$ cat src/rtl/riscv_lsu.sv
// riscv_lsu: multi-cycle RV32I load/store unit.
// Takes an address/data operand set from the issue stage, runs a
// request/grant/rvalid memory transaction and returns the extended load
// result as a one-cycle regfile write. Misaligned or illegal accesses are
// rejected with an error pulse and never reach memory. An optional
// response timeout aborts a load whose data never returns.
module riscv_lsu #(
  parameter int RSP_TIMEOUT = 0
) (
  input  logic        clk,
  input  logic        reset,
  input  logic        lsu_valid_i,
  output logic        lsu_ready_o,
  input  logic        lsu_is_store_i,
  input  logic [2:0]  lsu_funct3_i,
  input  logic [31:0] lsu_base_i,
  input  logic [31:0] lsu_imm_i,
  input  logic [31:0] lsu_wdata_i,
  input  logic [4:0]  lsu_rd_i,
  output logic        lsu_done_o,
  output logic        lsu_err_o,
  output logic        mem_req_o,
  output logic [31:0] mem_addr_o,
  output logic        mem_we_o,
  output logic [3:0]  mem_be_o,
  output logic [31:0] mem_wdata_o,
  input  logic        mem_gnt_i,
  input  logic        mem_rvalid_i,
  input  logic [31:0] mem_rdata_i,
  output logic        rf_wr_en_o,
  output logic [4:0]  rf_wr_addr_o,
  output logic [31:0] rf_wr_data_o
);

  typedef enum logic [1:0] {
    ST_IDLE = 2'd0,
    ST_REQ  = 2'd1,
    ST_WAIT = 2'd2
  } state_e;

  // Counter wide enough to hold RSP_TIMEOUT-1; CNT_LAST is the last WAIT
  // cycle that may still accept data before the load is abandoned.
  localparam int CW = (RSP_TIMEOUT > 1) ? $clog2(RSP_TIMEOUT + 1) : 1;
  localparam logic [CW-1:0] CNT_LAST = (RSP_TIMEOUT > 0) ? CW'(RSP_TIMEOUT - 1) : '0;

  // Byte-lane mask for a 1/2/4-byte access at byte offset off.
  function automatic logic [3:0] calc_be(input logic [1:0] size, input logic [1:0] off);
    logic [3:0] be;
    case (size)
      2'd0:    be = 4'b0001 << off;
      2'd1:    be = 4'b0011 << off;
      default: be = 4'b1111;
    endcase
    return be;
  endfunction

  // Move store data from the low bits of rs2 into the addressed lane.
  function automatic logic [31:0] calc_wdata(input logic [1:0] size, input logic [1:0] off,
                                             input logic [31:0] data);
    logic [31:0] res;
    case (size)
      2'd0:    res = {24'h00_0000, data[7:0]} << {off, 3'b000};
      2'd1:    res = {16'h0000, data[15:0]} << {off, 3'b000};
      default: res = data;
    endcase
    return res;
  endfunction

  // Pick the addressed byte/half out of the read word and extend it.
  function automatic logic [31:0] extract_load(input logic [2:0] f3, input logic [1:0] off,
                                               input logic [31:0] rdata);
    logic [31:0] sh;
    logic [31:0] res;
    sh = rdata >> {off, 3'b000};
    case (f3)
      3'd0:    res = {{24{sh[7]}}, sh[7:0]};
      3'd1:    res = {{16{sh[15]}}, sh[15:0]};
      3'd4:    res = {24'h00_0000, sh[7:0]};
      3'd5:    res = {16'h0000, sh[15:0]};
      default: res = rdata;
    endcase
    return res;
  endfunction

  state_e        state_q, state_d;
  logic          is_store_q, is_store_d;
  logic [2:0]    funct3_q, funct3_d;
  logic [31:0]   ea_q, ea_d;
  logic [31:0]   wdata_q, wdata_d;
  logic [3:0]    be_q, be_d;
  logic [4:0]    rd_q, rd_d;
  logic [CW-1:0] cnt_q, cnt_d;
  logic          done_q, done_d;
  logic          err_q, err_d;
  logic          wr_en_q, wr_en_d;
  logic [4:0]    wr_addr_q, wr_addr_d;
  logic [31:0]   wr_data_q, wr_data_d;

  logic [31:0]   ea_s;
  logic          legal_s;
  logic          misal_s;

  // Effective address and legality of the operation being offered.
  always_comb begin
    ea_s = lsu_base_i + lsu_imm_i;
    case (lsu_funct3_i)
      3'd0, 3'd1, 3'd2: legal_s = 1'b1;
      3'd4, 3'd5:       legal_s = ~lsu_is_store_i;
      default:          legal_s = 1'b0;
    endcase
    case (lsu_funct3_i[1:0])
      2'd1:    misal_s = ea_s[0];
      2'd2:    misal_s = (ea_s[1:0] != 2'b00);
      default: misal_s = 1'b0;
    endcase
  end

  // Next-state and next-output logic of the IDLE/REQ/WAIT sequencer.
  always_comb begin
    state_d    = state_q;
    is_store_d = is_store_q;
    funct3_d   = funct3_q;
    ea_d       = ea_q;
    wdata_d    = wdata_q;
    be_d       = be_q;
    rd_d       = rd_q;
    cnt_d      = cnt_q;
    done_d     = 1'b0;
    err_d      = 1'b0;
    wr_en_d    = 1'b0;
    wr_addr_d  = wr_addr_q;
    wr_data_d  = wr_data_q;
    case (state_q)
      ST_IDLE: begin
        if (lsu_valid_i) begin
          if (!legal_s || misal_s) begin
            err_d = 1'b1;
          end else begin
            is_store_d = lsu_is_store_i;
            funct3_d   = lsu_funct3_i;
            ea_d       = ea_s;
            be_d       = calc_be(lsu_funct3_i[1:0], ea_s[1:0]);
            wdata_d    = calc_wdata(lsu_funct3_i[1:0], ea_s[1:0], lsu_wdata_i);
            rd_d       = lsu_rd_i;
            state_d    = ST_REQ;
          end
        end else begin
          state_d = ST_IDLE;
        end
      end
      ST_REQ: begin
        if (mem_gnt_i) begin
          if (is_store_q) begin
            done_d  = 1'b1;
            state_d = ST_IDLE;
          end else begin
            cnt_d   = '0;
            state_d = ST_WAIT;
          end
        end else begin
          state_d = ST_REQ;
        end
      end
      ST_WAIT: begin
        if (mem_rvalid_i) begin
          wr_en_d   = (rd_q != 5'd0);
          wr_addr_d = rd_q;
          wr_data_d = extract_load(funct3_q, ea_q[1:0], mem_rdata_i);
          done_d    = 1'b1;
          state_d   = ST_IDLE;
        end else if (RSP_TIMEOUT > 0) begin
          if (cnt_q == CNT_LAST) begin
            err_d   = 1'b1;
            cnt_d   = '0;
            state_d = ST_IDLE;
          end else begin
            cnt_d = cnt_q + CW'(1);
          end
        end else begin
          state_d = ST_WAIT;
        end
      end
      default: begin
        state_d = ST_IDLE;
      end
    endcase
  end

  // State, captured operation and registered pulse outputs.
  always_ff @(posedge clk or negedge reset) begin
    if (!reset) begin
      state_q    <= ST_IDLE;
      is_store_q <= 1'b0;
      funct3_q   <= 3'd0;
      ea_q       <= 32'h0000_0000;
      wdata_q    <= 32'h0000_0000;
      be_q       <= 4'b0000;
      rd_q       <= 5'd0;
      cnt_q      <= '0;
      done_q     <= 1'b0;
      err_q      <= 1'b0;
      wr_en_q    <= 1'b0;
      wr_addr_q  <= 5'd0;
      wr_data_q  <= 32'h0000_0000;
    end else begin
      state_q    <= state_d;
      is_store_q <= is_store_d;
      funct3_q   <= funct3_d;
      ea_q       <= ea_d;
      wdata_q    <= wdata_d;
      be_q       <= be_d;
      rd_q       <= rd_d;
      cnt_q      <= cnt_d;
      done_q     <= done_d;
      err_q      <= err_d;
      wr_en_q    <= wr_en_d;
      wr_addr_q  <= wr_addr_d;
      wr_data_q  <= wr_data_d;
    end
  end

  // Memory-side fields are forced to zero outside REQ so idle outputs are quiet.
  assign lsu_ready_o  = (state_q == ST_IDLE);
  assign mem_req_o    = (state_q == ST_REQ);
  assign mem_addr_o   = mem_req_o ? {ea_q[31:2], 2'b00} : 32'h0000_0000;
  assign mem_we_o     = mem_req_o & is_store_q;
  assign mem_be_o     = mem_req_o ? be_q : 4'b0000;
  assign mem_wdata_o  = mem_req_o ? wdata_q : 32'h0000_0000;
  assign lsu_done_o   = done_q;
  assign lsu_err_o    = err_q;
  assign rf_wr_en_o   = wr_en_q;
  assign rf_wr_addr_o = wr_addr_q;
  assign rf_wr_data_o = wr_data_q;

endmodule
$ cat config.mk
export PLATFORM = sky130hd
export DESIGN_NAME = riscv_lsu
export DESIGN_NICKNAME = d
export VERILOG_FILES = /design/src/rtl/riscv_lsu.sv
export SDC_FILE = /design/constraint.sdc
export NUM_CORES = 1
export LEC_CHECK = 0
export CAP_MARGIN = 20
export CORE_MARGIN = 2
export CORE_UTILIZATION = 50
export CTS_CLUSTER_SIZE = 16
export DETAILED_ROUTE_END_ITERATION = 10
export DONT_BUFFER_PORTS = 1
export PLACE_DENSITY = 0.72
export SLEW_MARGIN = 5
export SYNTH_ARGS = -nofsm -noshare
export SYNTH_HDL_FRONTEND = slang
export SYNTH_SLANG_ARGS = --single-unit
$ cat constraint.sdc
create_clock -name clk -period 6.15 [get_ports clk]
set_clock_uncertainty 0.2 [all_clocks]
set_input_delay 0.9225 -clock clk [delete_from_list [all_inputs] [get_ports clk]]
set_output_delay 0.9225 -clock clk [all_outputs]
set_load 0.02 [all_outputs]
[Word level (Yosys, flattened, before mapping)]
Index checks and enable logic that the tools add are counted.
Cells by class
  reduce and logical (&&, ||, !) cells: 12
  mux-type cells: 23
  equality and inequality tests: 12
  bitwise operators: 3
  shifts and indexed selects: 5
  add/sub/neg operators: 1
Operator list (number)
  $pmux W32 S4: 1
  $mux W32: 2
  $pmux W32 S2: 1
  $add A32 B32 Y32: 1
  $shl A16 B5 Y32: 1
  $shl A8 B5 Y32: 1
  $shr A32 B5 Y16: 1
  $eq A3 B3 Y1 const B: 4
  $mux W2: 5
  $mux W1: 8
  $pmux W4 S2: 1
  $eq A3 B1 Y1 const B: 2
  $logic_not A3 Y1: 2
  $pmux W1 S2: 3
  $pmux W2 S3: 1
  $reduce_bool A5 Y1: 1
  $eq A2 B1 Y1 const B: 2
  $eq A2 B2 Y1 const B: 2
  $logic_not A2 Y1: 2
  $mux W4: 1
  $shl A1 B2 Y4 const A: 1
  $shl A2 B2 Y4 const A: 1
  $eq A3 B2 Y1 const B: 1
  $ne A3 B3 Y1 const B: 1
  9 further kinds: 10
Storage, ports and cells
  output and inout bits: 111
  flip-flop bits (word level): 119
  word-level logic and storage cells: 68

[Depth between registers and ports, before layout]
  word-level depth: 8
  depth in mapped cells: 13
  mapped depth without buffers: 10

[Worst setup path before layout]
Ideal clock, no wire load.
  path type: input to register
  start point: input lsu_base_i[0]
  end point: register ea_q[30]
  setup slack: 2.365 ns
  cell stages on the path: 10
  required time: 5.811 ns
  data arrival time: 3.446 ns
  setup time: 0.139 ns
  cells stage by stage: ha_1 > fa_1 > a21oi_2 > o211ai_2 > o211a_1 > nor4b_4 > o31ai_2 > a21o_1 > o31a_1 > or4_1
On the way
  cells in the longest elaborated chain, start to end: 6
RTL lines
  start, declared: RTL line 16  | input logic [31:0] lsu_base_i,
  $add A32 B32 Y32 (*): RTL line 105  | ea_s = lsu_base_i + lsu_imm_i;
  $reduce_bool A2 Y1: RTL line 113  | 2'd2: misal_s = (ea_s[1:0] != 2'b00);
  $pmux W1 S2: RTL line 111  | case (lsu_funct3_i[1:0])
  $logic_or A1 B1 Y1: RTL line 136  | if (!legal_s || misal_s) begin
  $not A1 Y1 (no source line)
  $reduce_and A3 Y1 (no source line)
  end signal, assigned: RTL line 195  | ea_q <= 32'h0000_0000;
  end signal, assigned: RTL line 209  | ea_q <= ea_d;
  end, declared: RTL line 88  | logic [31:0] ea_q, ea_d;
Every way passes the cells marked *; elsewhere a longest branch is shown, timed or not.
A chain may end at the register's enable or synchronous reset.

[Worst setup path in the final report]
  start point: input lsu_base_i[0]
  end point: register wdata_q[26]
On the way
  cells in the longest elaborated chain, start to end: 6
  elaborated cells between the ends (all ways): 9
  classes of those cells: add/sub: 1; shift: 2; mux: 2; bitwise: 1; reduce/logical: 3
RTL lines
  $add A32 B32 Y32 (*): RTL line 105
  net ea_s[1]: RTL line 99  | logic [31:0] ea_s;
  branches (longest 5 deep; another with $shl A16 B5 Y32)
  end signal, assigned: RTL line 210  | wdata_q <= wdata_d;
  end, declared: RTL line 89  | logic [31:0] wdata_q, wdata_d;
Mark *: on every way through the listed nets, which the timed path passes.

==> results.py <==
metrics = {
    "floorplanning": {
        "coreArea_um2": 14400,
        "start_util": 0.510,
        "die_w_um": 125,
        "dieArea_um2": 15700,
        "floorplan.rows": 44,
        "ios": 253,
        "die_h_um": 125,
    },
    "place": {
        "place_area_um2": 7450,
        "gp_congestion": 0.889,
        "dp_hpwl_um": 14200,
        "numPortBuffers": 0,
    },
    "critical_path": {
        "r2r_start": "state_q[1]$_DFFE_PN0P_",
        "start_kind": "input port",
        "cp_max_fo": 112,
        "rr_worst_depth": 6,
        "regToRegSetupSlack_ps": 3250,
        "cp-end-kind": "flip-flop",
        "arrival_ps": 3790,
        "critPathRequiredTime_ps": 6190,
        "worstSetupPathType": "input port to flip-flop",
        "timing.rr.end": "ea_q[7]$_DFFE_PN0P_",
    },
    "cells_and_area": {
        "area_delta_synth_final_pct": 10.8,
        "multi_input_area_um2": 4140,
        "final_common_cell": "nand2_1",
        "drive_above_1_share": 0.0630,
        "diodes": 0,
        "layout_common_cells": "nand2_1 (168), dfrtp_1 (119), o21ai_0 (87)",
        "final.fill_count": 1370,
        "fin_util": 0.565,
        "stdcell_area_um2": 8150,
        "nNetsFinal": 1041,
        "seqCellArea_um2": 2980,
    },
    "timing": {
        "slew_viol_final": 0,
        "fin_crit_sh": 0.609,
        "hold_viol": 0,
        "period_minus_slack_ps": 3750,
        "fmax_ghz": 0.267,
        "setup_violations": 0,
        "max_slew_margin": 0.302,
        "fin_tns_setup_ps": 0,
        "worst_slew_pin_slew_ps": 1040,
        "rsz0062_at_grt": "false",
        "hold_ws_ps": 242,
    },
    "clocking": {
        "cts_sinks": 119,
        "cts_tree": "yes",
        "insertion_delay_ps": 410,
        "cts_buffer_depth": 2,
        "postCtsHoldBufs": 2,
        "cts_setup_buffers": 0,
        "clockRootBuffer": "clkbuf_16",
        "clk_pin_slew_worst_paths_ps": 60,
        "htree_levels": 4,
        "cts-resized-gates": 0,
        "cts-buffers-inserted": 17,
    },
    "global_routing": {
        "grt_max_degree": 113,
        "gr-total-overflow": 0,
        "grt_use_total": 0.252,
        "antenna_found_initial": 0,
        "first_global_vias": 5925,
        "grt_pass1_wl_um": 31800,
    },
    "run": {
        "maxCapViolCount": 0,
    },
    "logic_synthesis": {
        "synth-seq-cells": 119,
        "yosys_warnings": 0,
        "syn_area_per_cell_um2": 8.36,
        "synth-main-ff-cell": "dfrtp_1",
        "synth_cells": 879,
        "synthArstFlopShare": 1.00,
        "synth_cell_types": 60,
        "syn_area_um2": 7350,
        "synth-edff-count": 0,
        "seq_area_frac_synth": 0.405,
    },
    "power": {
        "total_power_w": 0.00391,
        "power.density_nw_per_um2": 480,
        "peakVddDrop_v": 0.000207,
        "leakagePower_nw": 3.69,
    },
    "routing": {
        "viasPerCell": 6.00,
        "dr.first_iter.drc_count": 528,
        "firstDrtPassIters": 5,
        "wl_per_cell_um": 18.7,
        "routed_wl_um": 19800,
        "drcViolationCount": 0,
        "drtAntennaViolNets": 0,
        "via_count": 6347,
    },
    "worst_hold_path": {
        "worstHoldPathType": "input port to asynchronous set/reset pin",
    },
    "status": {
        "status": "finished, final reports clean",
    },
}
[metrics by stage]
| step | setup WS (ps) | std cells |
|---|---|---|
| 2_1_floorplan | 2370 | 880 |
| 3_3_place_gp | 2050 | 1020 |
| 3_5_place_dp | 1940 | 1021 |
| 4_1_cts | 2370 | 1055 |
| 5_1_grt | 2050 | 1057 |
| 6_report | 2400 | 1057 |
[how the worst max path moves through the flow]
stage / depth (start not counted) / slack (ps) / to / start
4_1_cts: 8 / 2370 / wdata_q[26]$_DFFE_PN0P_ / lsu_base_i[0]
3_5_place_dp: 8 / 1940 / wdata_q[26]$_DFFE_PN0P_ / lsu_base_i[0]
2_1_floorplan: 10 / 2370 / ea_q[30]$_DFFE_PN0P_ / lsu_base_i[0]
6_report: 8 / 2400 / wdata_q[26]$_DFFE_PN0P_ / lsu_base_i[0]
5_1_grt: 8 / 2050 / wdata_q[11]$_DFFE_PN0P_ / lsu_base_i[0]
3_3_place_gp: 8 / 2050 / wdata_q[3]$_DFFE_PN0P_ / lsu_base_i[0]
[state kept, by name, summed over array words and instances (netlist names)]
name,count
be_q,4
ea_q,32
funct3_q,3
is_store_q,1
lsu_done_o,1
lsu_err_o,1
rd_q,5
rf_wr_addr_o,5
rf_wr_data_o,32
rf_wr_en_o,1
state_q,2
wdata_q,32
[power breakdown]
group | internal (W) | total, W | switching, W
Clock | 0.000715 | 0.00108 | 0.000362
Sequential | 0.00115 | 0.00155 | 0.000403
Combinational | 0.000445 | 0.00129 | 0.000842
[logic make-up (layout without fill, tap and decap cells)]
group,Yosys count,after routing,share of synthesized area
AND/OR/NAND/NOR,370,370,0.234
AO/OA/AOI/OAI,251,251,0.214
flip-flops,119,119,0.405
buffers and inverters,63,56,0.0332
adder cells (fa/ha/maj),39,39,0.0674
XOR/XNOR,25,25,0.0298
multiplexers,11,11,0.0169
other,1,2,0.000510
[cell type report]
class                   instances  share of cell area
clock inverters                14              0.0253
inverters                      13             0.00599
flip-flops and latches        119               0.366
repair buffers                 11              0.0141
clock buffers                  18              0.0527
well taps                     184              0.0283
multi-input cells             698               0.508
[Yosys cell counts, drive strengths merged, types with 3 or more instances]
cell type | number | share of area
mux2i | 9 | 0.012
o21a | 3 | 0.0031
and3 | 3 | 0.0026
buf | 11 | 0.0066
nand4 | 3 | 0.0026
nor2 | 75 | 0.038
a22oi | 16 | 0.016
nor4b | 3 | 0.0056
nor3 | 8 | 0.0054
dfrtp | 119 | 0.41
a21o | 10 | 0.010
inv | 13 | 0.0066
o22ai | 9 | 0.0077
a22o | 8 | 0.0095
and2 | 73 | 0.062
clkbuf | 39 | 0.020
a221oi | 15 | 0.018
xnor2 | 12 | 0.014
o31ai | 14 | 0.015
a31oi | 7 | 0.0060
o21ai | 92 | 0.063
ha | 38 | 0.065
a211oi | 5 | 0.0051
nand3 | 12 | 0.0082
nand2b | 7 | 0.0060
and4 | 3 | 0.0036
or4 | 3 | 0.0031
nand2 | 168 | 0.086
nor2b | 5 | 0.0043
or2 | 3 | 0.0026
a21oi | 55 | 0.038
xor2 | 13 | 0.015
[critical path: stages]
cell and delay [ps]:
ha_1 240, fa_1 660, o21ai_0 110, nand2_1 90
nand2_1 90, nand4_1 540, buf_4 880, o21ai_0 220
[metal layers]
layer | routed length, um | GRT usage | part of all wire
met5 | 0 | 0 | 0
met4 | 428 | 0.0824 | 0.022
met1 | 8050 | 0.314 | 0.41
met3 | 2070 | 0.0980 | 0.10
met2 | 9230 | 0.403 | 0.47
Note: power is estimated with default switching activity, not from simulation.
